### config.mk
export PLATFORM = sky130hd
export DESIGN_NAME = craps_referee
export DESIGN_NICKNAME = d
export VERILOG_FILES = /design/src/rtl/craps_pkg.sv /design/src/rtl/craps_referee_btn_edge.sv /design/src/rtl/craps_referee.sv
export SDC_FILE = /design/constraint.sdc
export NUM_CORES = 1
export LEC_CHECK = 0
export BUFFER_PORTS_ARGS = -buffer_cell sky130_fd_sc_hd__buf_4
export CAP_MARGIN = 10
export CORE_MARGIN = 2
export CORE_UTILIZATION = 35
export CTS_CLUSTER_SIZE = 8
export DETAILED_ROUTE_END_ITERATION = 10
export GPL_TIMING_DRIVEN = 0
export PLACE_DENSITY = 0.54
export SETUP_SLACK_MARGIN = 0.1
export SYNTH_ARGS = -nofsm -noshare
export SYNTH_HDL_FRONTEND = slang
export SYNTH_SLANG_ARGS = --single-unit
export TNS_END_PERCENT = 100
### constraint.sdc
create_clock -name clk -period 6.8 [get_ports clk]
set_input_delay 1.36 -clock clk [delete_from_list [all_inputs] [get_ports clk]]
set_output_delay 1.36 -clock clk [all_outputs]
set_load 0.03 [all_outputs]
### src/rtl/craps_pkg.sv
// Shared encodings and constants for the craps referee.
package craps_pkg;

  typedef enum logic [1:0] {
    S_READY = 2'd0,
    S_POINT = 2'd1,
    S_WIN   = 2'd2,
    S_LOSE  = 2'd3
  } state_e;

  localparam logic [3:0] SUM_SEVEN   = 4'd7;
  localparam logic [3:0] SUM_ELEVEN  = 4'd11;
  localparam logic [3:0] SUM_CRAPS2  = 4'd2;
  localparam logic [3:0] SUM_CRAPS3  = 4'd3;
  localparam logic [3:0] SUM_CRAPS12 = 4'd12;
  localparam logic [2:0] DIE_MIN     = 3'd1;
  localparam logic [2:0] DIE_MAX     = 3'd6;

  function automatic logic die_ok(input logic [2:0] d);
    return (d >= DIE_MIN) && (d <= DIE_MAX);
  endfunction

endpackage

### src/rtl/craps_referee_btn_edge.sv
// Registered rising-edge detector for a synchronous button level.
module btn_edge (
  input  logic clk,
  input  logic rst,
  input  logic btn,
  output logic rise
);

  logic btn_q;
  logic btn_d;

  always_comb begin
    btn_d = btn;
  end

  always_ff @(posedge clk or negedge rst) begin
    if (!rst) btn_q <= 1'b0;
    else      btn_q <= btn_d;
  end

  assign rise = btn & ~btn_q;

endmodule

### src/rtl/craps_referee.sv
// Craps referee: samples dice on roll requests, tracks come-out/point phase and tallies.
//  state   | meaning
//  S_READY | come-out roll pending, no point
//  S_POINT | point established, rolling for point or seven
//  S_WIN   | game won, waiting for new_game
//  S_LOSE  | game lost, waiting for new_game
module craps_referee
  import craps_pkg::*;
#(
  parameter int ROLL_CNT_W = 4,
  parameter int STAT_W     = 8
) (
  input  logic                  clk,
  input  logic                  rst,
  input  logic                  roll,
  input  logic                  new_game,
  input  logic [2:0]            dice1_in,
  input  logic [2:0]            dice2_in,
  output logic [3:0]            sum,
  output logic [3:0]            point,
  output logic [1:0]            state,
  output logic                  roll_done,
  output logic                  dice_err,
  output logic                  win,
  output logic                  lose,
  output logic [ROLL_CNT_W-1:0] roll_cnt,
  output logic [STAT_W-1:0]     win_cnt,
  output logic [STAT_W-1:0]     loss_cnt
);

  logic roll_rise;
  logic ng_rise;

  btn_edge u_roll_edge (
    .clk  (clk),
    .rst  (rst),
    .btn  (roll),
    .rise (roll_rise)
  );

  btn_edge u_ng_edge (
    .clk  (clk),
    .rst  (rst),
    .btn  (new_game),
    .rise (ng_rise)
  );

  state_e                state_q, state_d;
  logic [3:0]            sum_q, sum_d;
  logic [3:0]            point_q, point_d;
  logic                  roll_done_q, roll_done_d;
  logic                  dice_err_q, dice_err_d;
  logic [ROLL_CNT_W-1:0] roll_cnt_q, roll_cnt_d;
  logic [STAT_W-1:0]     win_cnt_q, win_cnt_d;
  logic [STAT_W-1:0]     loss_cnt_q, loss_cnt_d;

  logic [3:0] roll_sum;
  logic       dice_legal;
  logic       in_play;

  assign roll_sum   = {1'b0, dice1_in} + {1'b0, dice2_in};
  assign dice_legal = die_ok(dice1_in) && die_ok(dice2_in);
  assign in_play    = (state_q == S_READY) || (state_q == S_POINT);

  always_comb begin
    state_d     = state_q;
    sum_d       = sum_q;
    point_d     = point_q;
    roll_done_d = 1'b0;
    dice_err_d  = 1'b0;
    roll_cnt_d  = roll_cnt_q;
    win_cnt_d   = win_cnt_q;
    loss_cnt_d  = loss_cnt_q;

    // new_game takes priority; a simultaneous roll is dropped entirely
    if (ng_rise) begin
      state_d    = S_READY;
      point_d    = 4'd0;
      sum_d      = 4'd0;
      roll_cnt_d = '0;
    end else if (roll_rise && in_play) begin
      if (!dice_legal) begin
        dice_err_d = 1'b1;
      end else begin
        sum_d       = roll_sum;
        roll_done_d = 1'b1;
        if (roll_cnt_q != '1) roll_cnt_d = roll_cnt_q + ROLL_CNT_W'(1);

        if (state_q == S_READY) begin
          if (roll_sum == SUM_SEVEN || roll_sum == SUM_ELEVEN) begin
            state_d = S_WIN;
          end else if (roll_sum == SUM_CRAPS2 || roll_sum == SUM_CRAPS3 ||
                       roll_sum == SUM_CRAPS12) begin
            state_d = S_LOSE;
          end else begin
            point_d = roll_sum;
            state_d = S_POINT;
          end
        end else begin
          if (roll_sum == point_q)        state_d = S_WIN;
          else if (roll_sum == SUM_SEVEN) state_d = S_LOSE;
        end

        // tallies bump only on the transition out of play, so once per game
        if (state_d == S_WIN && win_cnt_q != '1)
          win_cnt_d = win_cnt_q + STAT_W'(1);
        if (state_d == S_LOSE && loss_cnt_q != '1)
          loss_cnt_d = loss_cnt_q + STAT_W'(1);
      end
    end
  end

  always_ff @(posedge clk or negedge rst) begin
    if (!rst) begin
      state_q     <= S_READY;
      sum_q       <= 4'd0;
      point_q     <= 4'd0;
      roll_done_q <= 1'b0;
      dice_err_q  <= 1'b0;
      roll_cnt_q  <= '0;
      win_cnt_q   <= '0;
      loss_cnt_q  <= '0;
    end else begin
      state_q     <= state_d;
      sum_q       <= sum_d;
      point_q     <= point_d;
      roll_done_q <= roll_done_d;
      dice_err_q  <= dice_err_d;
      roll_cnt_q  <= roll_cnt_d;
      win_cnt_q   <= win_cnt_d;
      loss_cnt_q  <= loss_cnt_d;
    end
  end

  assign sum       = sum_q;
  assign point     = point_q;
  assign state     = state_q;
  assign roll_done = roll_done_q;
  assign dice_err  = dice_err_q;
  assign win       = (state_q == S_WIN);
  assign lose      = (state_q == S_LOSE);
  assign roll_cnt  = roll_cnt_q;
  assign win_cnt   = win_cnt_q;
  assign loss_cnt  = loss_cnt_q;

endmodule
==> results of run 1 <==
power by group through the flow:
stage | sequential, W | combinational (W) | clock [W]
floorplan | 0.000341 | 0.000131 | 0
global placement | 0.000280 | 0.000288 | 0
detailed placement | 0.000283 | 0.000291 | 0
CTS | 0.000279 | 0.000293 | 0.000144
global route | 0.000286 | 0.000312 | 0.000152
finish | 0.000280 | 0.000289 | 0.000137
registers in the layout (all words and copies together), names as in the netlist:
name and flops:
dice_err 1, loss_cnt 8, point 4, roll_cnt 4
roll_done 1, state 2, sum 4, u_ng_edge.btn_q 1
u_roll_edge.btn_q 1, win_cnt 8
final cells by class:
cell class	count	share of cell area (%)
Timing Repair Buffer	43	13.85
Multi-Input combinational cell	127	40.96
Sequential cell	34	36.50
Clock buffer	7	3.274
Buffer	6	1.503
Tap cell	70	3.757
Inverter	1	0.1610
layout by cell type, fill, tap and decap left out, types with 2 or more instances in the layout:
cell type  synthesis  routed
nand2_1           12      12
xor2_1             7       7
ha_1               6       6
or3_1              3       3
a31oi_1            3       3
nand2b_1           2       2
mux2i_1            3       3
a22o_1             5       5
a211oi_1           2       2
nor2b_1            4       4
nand3_1            6       6
o21ai_0            3       3
a21oi_1            5       5
nor2_1            15      15
nand4_1            7       7
dfrtp_1           34      34
and2_1             4       4
clkbuf_8           0       5
clkbuf_1           3       5
and3_1             3       3
mux2_2             2       2
xnor2_1           14      14
buf_4              1      44
layer usage:
metal	track usage, %	wire length (µm)	vias to the layer above	part of all wire (%)
met4	4.364	46	0	1.1
li1	-	-	706	-
met2	23.98	1925	36	48
met1	18.17	1810	698	45
met5	0	0	-	0
met3	4.384	226	6	5.6
worst max path at each step:
stage                            from                       to  slack, ns
after floorplan           dice1_in[0]  loss_cnt[1]$_DFFE_PN0P_       2.89
after global placement    dice1_in[0]  loss_cnt[1]$_DFFE_PN0P_       2.56
after detailed placement  dice1_in[0]  loss_cnt[1]$_DFFE_PN0P_       2.55
after CTS                 dice1_in[0]  loss_cnt[1]$_DFFE_PN0P_       2.84
after global routing      dice1_in[0]  loss_cnt[1]$_DFFE_PN0P_       2.68
final                     dice1_in[0]  loss_cnt[1]$_DFFE_PN0P_       2.83
kinds of logic after synthesis:
family                   count (synthesis)  share of synthesized area (%)
buffers and inverters                    7                          2.103
AND/OR/NAND/NOR                         63                          19.20
AO/OA/AOI/OAI                           29                          12.82
adder cells (fa/ha/maj)                  8                          5.699
multiplexers                             5                          2.849
flip-flops                              34                          46.13
XOR/XNOR                                22                          11.19
cell usage after synthesis, drive strengths merged:
| master | count | area (µm²) |
|---|---|---|
| clkbuf | 3 | 11.26 |
| and3 | 3 | 18.77 |
| o32ai | 1 | 8.760 |
| nor2 | 15 | 56.30 |
| nand2b | 2 | 12.51 |
| nand4 | 7 | 43.79 |
| nor4 | 1 | 21.27 |
| nand2 | 12 | 45.04 |
| nor3b | 1 | 18.77 |
| inv | 1 | 3.750 |
| or3b | 1 | 8.760 |
| nand3b | 1 | 7.510 |
| nand3 | 6 | 30.03 |
| a21oi | 5 | 25.02 |
| a31oi | 3 | 18.77 |
| o32a | 1 | 10.01 |
| a311oi | 1 | 26.28 |
| xnor3 | 1 | 22.52 |
| o21ai | 4 | 20.01 |
| buf | 3 | 23.77 |
| mux2i | 3 | 30.03 |
| dfrtp | 34 | 850.8 |
| a22o | 5 | 43.79 |
| a2bb2oi | 1 | 15.01 |
| o211ai | 1 | 7.510 |
| mux2 | 2 | 22.52 |
| o41ai | 1 | 8.760 |
| xnor2 | 14 | 122.6 |
| nor2b | 4 | 25.02 |
| a211oi | 3 | 27.52 |
| fa | 1 | 20.02 |
| o21bai | 1 | 7.510 |
| or3 | 3 | 18.77 |
| and2 | 4 | 25.02 |
| ha | 6 | 75.07 |
| maj3 | 1 | 10.01 |
| a211o | 1 | 8.760 |
| or4 | 1 | 7.510 |
| nor3 | 2 | 15.01 |
| o221ai | 1 | 8.760 |
| xor2 | 7 | 61.31 |
worst max-delay path, delay by kind of cell:
| kind | cells | cell delay [ns] |
|---|---|---|
| buffers and inverters | 1 | 0.12 |
| adder cells (fa/ha/maj) | 2 | 0.83 |
| XOR/XNOR | 1 | 0.22 |
| AO/OA/AOI/OAI | 2 | 0.30 |
| AND/OR/NAND/NOR | 2 | 0.92 |
| multiplexers | 1 | 0.39 |
metrics by stage:
step                      cells  utilization (%)  worst slack [ns]  hold WS [ns]
after floorplan             168                -             2.889        0.5577
after global placement      281            44.15             2.556        0.4831
after detailed placement    281            44.15             2.554        0.4904
after CTS                   288            45.64             2.840        0.5019
after global routing        288            45.64             2.678        0.5156
final                       288            45.64             2.832        0.4928
==> results_dict.tcl, run 1 <==
set metrics [dict create \
    status "finished, final reports clean" \
    finClkSkew_ns 0.01344 \
    r2r-end "loss_cnt[1]$_DFFE_PN0P_" \
    syn-num-nets 185 \
    powerDensity_mw_per_mm2 302.8 \
    dpl.hpwl_mm 2.955 \
    setup_viol 0 \
    min_from "loss_cnt[5]$_DFFE_PN0P_" \
    die-height_um 76.59 \
    wl_per_cell_um 13.91 \
    worstRegToRegCells 7 \
    multiInputGateArea_um2 954.7 \
    holdPathEnd "loss_cnt[5]$_DFFE_PN0P_" \
    drive_above_1_share_pct 27.06 \
    report.final.slew_viol_count 0 \
    grt_max_degree 35 \
    synthToLayoutAreaGrowth_pct 26.39 \
    place.gp.congestion 0.8387 \
    fillers 498 \
    cts_sinks 34 \
    postRouteAntennaNets 0 \
    die_w_um 76.59 \
    timing.slew.headroom_pct 64.91 \
    crit_type "in -> reg" \
    min_period_over_period_pct 58.35 \
    critical_path.slowest_cell "fa_1" \
    worst_pin_slew_ns 0.5235 \
    syn_avg_cell_area_um2 10.98 \
    cts_tree "yes" \
    combPwrFrac_pct 41.0 \
    ir_worst_vdd_v 0.0001660 \
    power_switching_share_pct 39.79 \
    cts_htree_levels 2 \
    p_seq_share_pct 39.6 \
    cp-start-kind "input port" \
    overflow 0 \
    power_w 0.0007058 \
    num_antenna_cells 0 \
    setup_tns_ns 0 \
    insertion_delay_ns 0.28 \
    via_per_inst 5.021 \
    p_leak_nw 1.068 \
    grt_pass1_wl_mm 6.831 \
    reg2reg_from "state[1]$_DFFE_PN0P_" \
    required_ns 6.96 \
    power_frac_clock_pct 19.4 \
    grtUsageTotal_pct 14.47 \
    core-area_mm2 0.005107 \
    clk_pin_slew_ns 0.06 \
    synthDistinctLibCells 46 \
    antenna_found_initial 0 \
    hold_path_depth 1 \
    clockRootBuffer "clkbuf_8" \
    ys_ff_latch 34 \
    max_clock_freq_mhz 252.0 \
    netlist_instances 168 \
    dr.pass1.iters 4 \
    io_pins 44 \
    grt_setup_unrepaired "no" \
    final_hold_viol_count 0 \
    switching_power_w 0.0002808 \
    cts_setup_buffers 0 \
    grt_pass1_vias 1481 \
    vias 1446 \
    finalCriticalPeriod_ns 3.968 \
    ff_latch_area_um2 850.8 \
    die-area_mm2 0.005866 \
    post_cts_resized 0 \
    syn_area_mm2 0.001844 \
    io_buffers 43 \
    fp-row-count 26 \
    cp_max_fo 8 \
    worstSetupEndpointType "register" \
    drt-total-wl_mm 4.007 \
    fin_nets 235 \
    cap_violations 0 \
    arrival_ns 4.13 \
    fin_area_mm2 0.002331 \
    cts-buffers-inserted 5 \
    internal-power_w 0.0004250 \
    hold_buffers 0 \
    rrSetupSlack_ns 4.13 \
    dpl_cell_area_mm2 0.002255 \
    seq_area_frac_synth_pct 46.13 \
    worstPathCellList "buf_4 > ha_1 > fa_1 > xor2_1 > or3b_1 > o21ai_1 > a2bb2oi_2 > nor4_4 > mux2_2" \
    start_util_pct 36.11 \
    hold_class "reg -> reg" \
    first_iter_violations 119 \
    max_stage_delay_ns 0.59 \
    drc_errors 0 \
    yosysWarnings 0 \
    clock_path_buffers 2 \
]
Note: power is estimated with default switching activity, not from simulation.
==> run 2, diff against run 1 <==
Settings changed: ABC_AREA from default to 1, PLACE_DENSITY 0.54 to 0.53.
Clock period 6.8 ns to 3.7 ns, I/O delays scaled along.
==> results_dict.tcl, run 2 <==
set metrics [dict create \
    status "finished, final reports clean" \
    drc_errors 0 \
    overflow 0 \
    netlist_instances 282 \
    clockRootBuffer "clkbuf_8" \
    first_iter_violations 110 \
    synth_top_area_share_pct 38.48 \
    cts_tree "yes" \
    hold_buffers 0 \
    setup_viol 0 \
    dr.pass1.iters 4 \
    power_switching_share_pct 37.69 \
    post_cts_resized 0 \
    yosysMostFrequentCell "nand2_1" \
    fillers 640 \
    antenna_found_initial 0 \
    start_util_pct 36.69 \
    timing.slew.headroom_pct 45.89 \
    clk_pin_slew_ns 0.08 \
    netlist_top_cells_count "nand2_1, dfrtp_1, inv_1" \
    max_stage_delay_ns 0.61 \
    via_per_inst 4.595 \
    final_cell_mix "nand2_1, buf_4, dfrtp_1, inv_1, nand3_1" \
    critical_path.slowest_cell "fa_1" \
    fp-row-count 28 \
    synthDistinctLibCells 31 \
    num_antenna_cells 0 \
    seq_area_frac_synth_pct 38.48 \
    cts_sinks 34 \
    dpl.hpwl_mm 3.642 \
    syn_avg_cell_area_um2 7.840 \
    grt_max_degree 35 \
    cts_setup_buffers 0 \
    ys_async_sr_fraction_pct 100.0 \
    hold_class "in -> async" \
    combPwrFrac_pct 35.6 \
    final_common_cell "nand2_1" \
    syn-num-nets 299 \
    setup_tns_ns 0 \
    required_ns 3.93 \
    yosysTopAreaCell "dfrtp_1" \
    io_buffers 43 \
    drive_above_1_share_pct 24.10 \
    finClkSkew_ns 0.007061 \
    powerDensity_mw_per_mm2 463.4 \
    cts_htree_levels 2 \
    p_leak_nw 1.464 \
    cp_max_fo 9 \
    critical_path_buf_inv_count 3 \
    finalCriticalPeriod_ns 2.580 \
    grt_pass1_vias 1734 \
    synth.area.top_cells "dfrtp_1, nand2_1, inv_1" \
    die_w_um 83.48 \
    worstPathCellList "buf_4 > ha_1 > fa_1 > inv_1 > nand2_1 > nand2_1 > inv_1 > nand2_1 > nor2_2 > nand2_2 > nand2_2 > nand3_4 > nor2_8 > nand2_1 > nand2_1" \
    cpLargestDelayFamily "simple AND/OR/NAND/NOR gates" \
    grt_setup_unrepaired "no" \
    vias 1870 \
    p_seq_share_pct 36.0 \
    io_pins 44 \
    max_clock_freq_mhz 387.6 \
    synth-edff-count 0 \
    grtUsageTotal_pct 14.81 \
    cap_violations 0 \
    switching_power_w 0.0004785 \
    arrival_ns 2.81 \
    die-height_um 83.48 \
    fin_ws_ns 1.120 \
    die-area_mm2 0.006969 \
    crit_type "in -> reg" \
    clock_path_buffers 2 \
    worstSetupEndpointType "register" \
    insertion_delay_ns 0.29 \
    pre_cts_slack_ns 0.7909 \
    yosysWarnings 0 \
    wl_per_cell_um 12.02 \
    synthToLayoutAreaGrowth_pct 23.94 \
    crit_path_frequent_cell "nand2_1" \
    power_w 0.001270 \
    drt-total-wl_mm 4.892 \
    report.final.slew_viol_count 0 \
    final_hold_viol_count 0 \
    cts-buffers-inserted 5 \
    min_period_over_period_pct 69.72 \
    worst_pin_slew_ns 0.8031 \
    syn_area_mm2 0.002211 \
    cp-start-kind "input port" \
    postRouteAntennaNets 0 \
    place.gp.congestion 0.7738 \
    power_frac_clock_pct 28.4 \
    core-area_mm2 0.006026 \
    fin_nets 349 \
    grt_pass1_wl_mm 8.369 \
    ir_worst_vdd_v 0.0002048 \
    internal-power_w 0.0007911 \
    synth-main-ff-cell "dfrtp_1" \
    ys_ff_latch 34 \
]
==> run 2: layout make-up <==
| class | instances | area [µm²] | area share, % |
|---|---|---|---|
| Multi-Input combinational cell | 211 | 1205 | 43.97 |
| Buffer | 1 | 20.02 | 0.7306 |
| Sequential cell | 34 | 850.8 | 31.05 |
| Tap cell | 75 | 93.84 | 3.425 |
| Timing Repair Buffer | 43 | 322.8 | 11.78 |
| Clock buffer | 6 | 82.58 | 3.014 |
| Clock inverter | 1 | 30.03 | 1.096 |
| Inverter | 36 | 135.1 | 4.932 |
==> run 2: routing by layer <==
| metal | track usage (%) | vias to the layer above | part of all wire [%] |
|---|---|---|---|
| li1 | - | 990 | - |
| met1 | 21.26 | 839 | 50 |
| met2 | 22.36 | 37 | 45 |
| met3 | 3.462 | 4 | 4.8 |
| met4 | 4.106 | 0 | 0.84 |
| met5 | 0 | - | 0 |
==> run 2: worst register-to-register path: stages, from the launching register on <==
cell,delay [ns]
dfrtp_1,0.46
nor2_1,0.12
nand2_1,0.12
nor2_2,0.14
nand3_2,0.24
nor2_4,0.19
nand3_4,0.17
nor2_8,0.19
nand2_1,0.07
nand2_1,0.07
==> run 2: metrics by stage <==
step	area, µm²	util (%)	hold slack [ns]	instances
6_report	2740	45.47	0.3903	407
2_1_floorplan	2211	-	0.4444	282
3_3_place_gp	2628	43.60	0.5199	400
5_1_grt	2740	45.47	0.4269	407
3_5_place_dp	2628	43.60	0.5280	400
4_1_cts	2740	45.47	0.4162	407
==> run 2: path summary, 6_finish.rpt <==
path                                 startpoint                       to  slack, ns  depth (start not counted)
max in group asynchronous                   rst     point[0]$_DFFE_PN0P_       2.98                          1
min                                         rst  loss_cnt[3]$_DFFE_PN0P_       0.39                          1
min reg2reg                  sum[2]$_DFFE_PN0P_       sum[2]$_DFFE_PN0P_       0.54                          2
max                                 dice1_in[0]   win_cnt[7]$_DFFE_PN0P_       1.12                         15
min in group clk             sum[2]$_DFFE_PN0P_       sum[2]$_DFFE_PN0P_       0.54                          2
max reg2reg                state[1]$_DFFE_PN0P_   win_cnt[7]$_DFFE_PN0P_       1.88                          9
==> run 2: power by group through the flow <==
| stage | Combinational, W | Sequential [W] | Clock (W) |
|---|---|---|---|
| after floorplan | 0.000248 | 0.000537 | 0 |
| after global placement | 0.000457 | 0.000465 | 0 |
| after detailed placement | 0.000460 | 0.000465 | 0 |
| after CTS | 0.000460 | 0.000458 | 0.000369 |
| after global routing | 0.000505 | 0.000465 | 0.000387 |
| final | 0.000452 | 0.000457 | 0.000360 |
==> run 2: cell families (layout without fill, tap and decap cells) <==
| family | after synthesis | count (layout) | share of synthesized area [%] |
|---|---|---|---|
| xor gates and xnor gates | 13 | 13 | 5.150 |
| and+or+nand+nor | 163 | 163 | 36.62 |
| DFF | 34 | 34 | 38.48 |
| AOI/OAI and AO/OA | 28 | 28 | 8.432 |
| adders and majority gates | 7 | 7 | 4.301 |
| buffers and inverters | 37 | 87 | 7.018 |
==> run 3, diff against run 2 <==
Settings changed: PLACE_DENSITY 0.53 to 0.55.
Clock period 3.7 ns to 2.31 ns, I/O delays scaled along.
==> results_dict.tcl, run 3 (same netlist as run 2, synthesis figures left out) <==
set metrics [dict create \
    status "finished, final reports clean" \
    grt_max_degree 35 \
    via_per_inst 4.718 \
    drc_errors 0 \
    rrSetupSlack_ns 0.51 \
    pre_cts_slack_ns -0.2270 \
    cts_tree "yes" \
    power_frac_clock_pct 22.5 \
    min_period_over_period_pct 94.34 \
    arrival_ns 2.41 \
    grt_pass1_wl_mm 8.756 \
    fin_nets 359 \
    p_leak_nw 1.526 \
    clk_pin_slew_ns 0.07 \
    cts_htree_levels 2 \
    grt_setup_unrepaired "yes" \
    io_pins 44 \
    cp_max_fo 8 \
    hold_class "in -> async" \
    fin_area_mm2 0.002944 \
    cts-buffers-inserted 5 \
    cts_sinks 34 \
    instances_no_fill 418 \
    crit_start "dice2_in[0]" \
    final_common_cell "nand2_1" \
    dpl_cell_area_mm2 0.002643 \
    placed_cells 400 \
    die-area_mm2 0.006969 \
    worstRegToRegCells 9 \
    power_switching_share_pct 40.12 \
    start_util_pct 36.69 \
    first_iter_violations 76 \
    cp-start-kind "input port" \
    insertion_delay_ns 0.28 \
    fp-row-count 28 \
    report.final.slew_viol_count 0 \
    final_cell_mix "nand2_1, buf_4, dfrtp_1, inv_1, nor2_1" \
    grtUsageTotal_pct 15.15 \
    drive_above_1_share_pct 32.94 \
    required_ns 2.54 \
    dpl.hpwl_mm 3.614 \
    clock_path_buffers 2 \
    overflow 0 \
    die-height_um 83.48 \
    switching_power_w 0.0008245 \
    clockRootBuffer "clkbuf_8" \
    hold_slack_ns 0.1175 \
    r2r-end "win_cnt[4]$_DFFE_PN0P_" \
    die_w_um 83.48 \
    io_buffers 43 \
    antenna_found_initial 0 \
    max_clock_freq_mhz 458.9 \
    setup_viol 0 \
    p_seq_share_pct 35.7 \
    worstSetupEndpointType "register" \
    place.gp.congestion 0.7430 \
    finalCriticalPeriod_ns 2.179 \
    combPwrFrac_pct 41.8 \
    ir_worst_vdd_v 0.0003712 \
    reg2reg_from "state[1]$_DFFE_PN0P_" \
    final_hold_viol_count 0 \
    vias 1972 \
    drt-total-wl_mm 5.186 \
    cap_violations 0 \
    internal-power_w 0.001230 \
    crit_end "win_cnt[4]$_DFFE_PN0P_" \
    timing.slew.headroom_pct 56.07 \
    synthToLayoutAreaGrowth_pct 33.16 \
    dr.pass1.iters 4 \
    setup_tns_ns 0 \
    powerDensity_mw_per_mm2 698.0 \
    fin_ws_ns 0.1307 \
    crit_type "in -> reg" \
    grt_pass1_vias 1861 \
    worst_pin_slew_ns 0.6520 \
    finClkSkew_ns 0.007456 \
    wl_per_cell_um 12.41 \
    core-area_mm2 0.006026 \
    postRouteAntennaNets 0 \
    num_antenna_cells 0 \
]
run 3: cell count changes in the layout (fill, tap and decap cells not counted), sizes merged:
cell and change:
clkbuf +2, nand2 +1, clkinv +1, bufinv -1, buf +7, nand3 +1
run 3: cell type report:
| cell class | instances | area [µm²] |
|---|---|---|
| tap | 75 | 93.84 |
| multi-input combinational | 213 | 1321 |
| clock buffer | 7 | 86.33 |
| clock inverter | 1 | 5.005 |
| fill | 603 | 3082 |
| inverter | 36 | 135.1 |
| sequential | 34 | 850.8 |
| buffer | 1 | 20.02 |
| timing repair buffer | 51 | 431.7 |
run 3: repair_timing:
item / CTS / global route
pin swaps: 4 / 14
endpoints found under the hold margin: 0 / 0
setup buffers: 0 / 7
gates resized for setup: 2 / 27
gates cloned: 1 / 2
setup endpoints to repair: 15 / 21
hold buffers: 0 / 0
run 3: power by group through the flow:
| stage | sequential, W | clock (W) | combinational (W) |
|---|---|---|---|
| global placement | 0.000744 | 0 | 0.000737 |
| finish | 0.000734 | 0.000462 | 0.000859 |
| detailed placement | 0.000746 | 0 | 0.000744 |
| global route | 0.000745 | 0.000502 | 0.000933 |
| CTS | 0.000735 | 0.000477 | 0.000756 |
| floorplan | 0.000859 | 0 | 0.000398 |
run 3: worst min path at each step:
| stage | from | end | slack (ns) | cells after the start |
|---|---|---|---|---|
| after CTS | rst | loss_cnt[4]$_DFFE_PN0P_ | 0.14 | 1 |
| after global placement | rst | point[1]$_DFFE_PN0P_ | 0.45 | 1 |
| after detailed placement | rst | point[1]$_DFFE_PN0P_ | 0.45 | 1 |
| after global routing | rst | loss_cnt[4]$_DFFE_PN0P_ | 0.16 | 1 |
| after floorplan | rst | dice_err$_DFF_PN0_ | 0.17 | 0 |
| final | rst | loss_cnt[4]$_DFFE_PN0P_ | 0.12 | 1 |
run 3: worst max-delay path, cell delays in order:
cell and delay (ns):
buf_8 0.10, ha_4 0.15, fa_2 0.61, inv_2 0.05, nand2_1 0.05, nand2_1 0.06
inv_1 0.05, nand2_1 0.05, nor2_2 0.12, nand2_2 0.10, nand2_4 0.12, nand3_4 0.13
nor2_8 0.20, nand2_2 0.08, nand2_2 0.06
run 3: metal layers:
layer / share of wire, % / up-vias / global-route usage [%]
li1: - / 1019 / -
met1: 49 / 920 / 20.90
met2: 47 / 31 / 24.49
met3: 3.4 / 2 / 3.462
met4: 0.37 / 0 / 3.226
met5: 0 / - / 0
run 3: per-stage QoR:
step	power (W)	utilization, %
floorplan	0.001257	-
global placement	0.001480	43.85
detailed placement	0.001489	43.85
CTS	0.001968	45.66
global route	0.002180	48.86
finish	0.002055	48.86
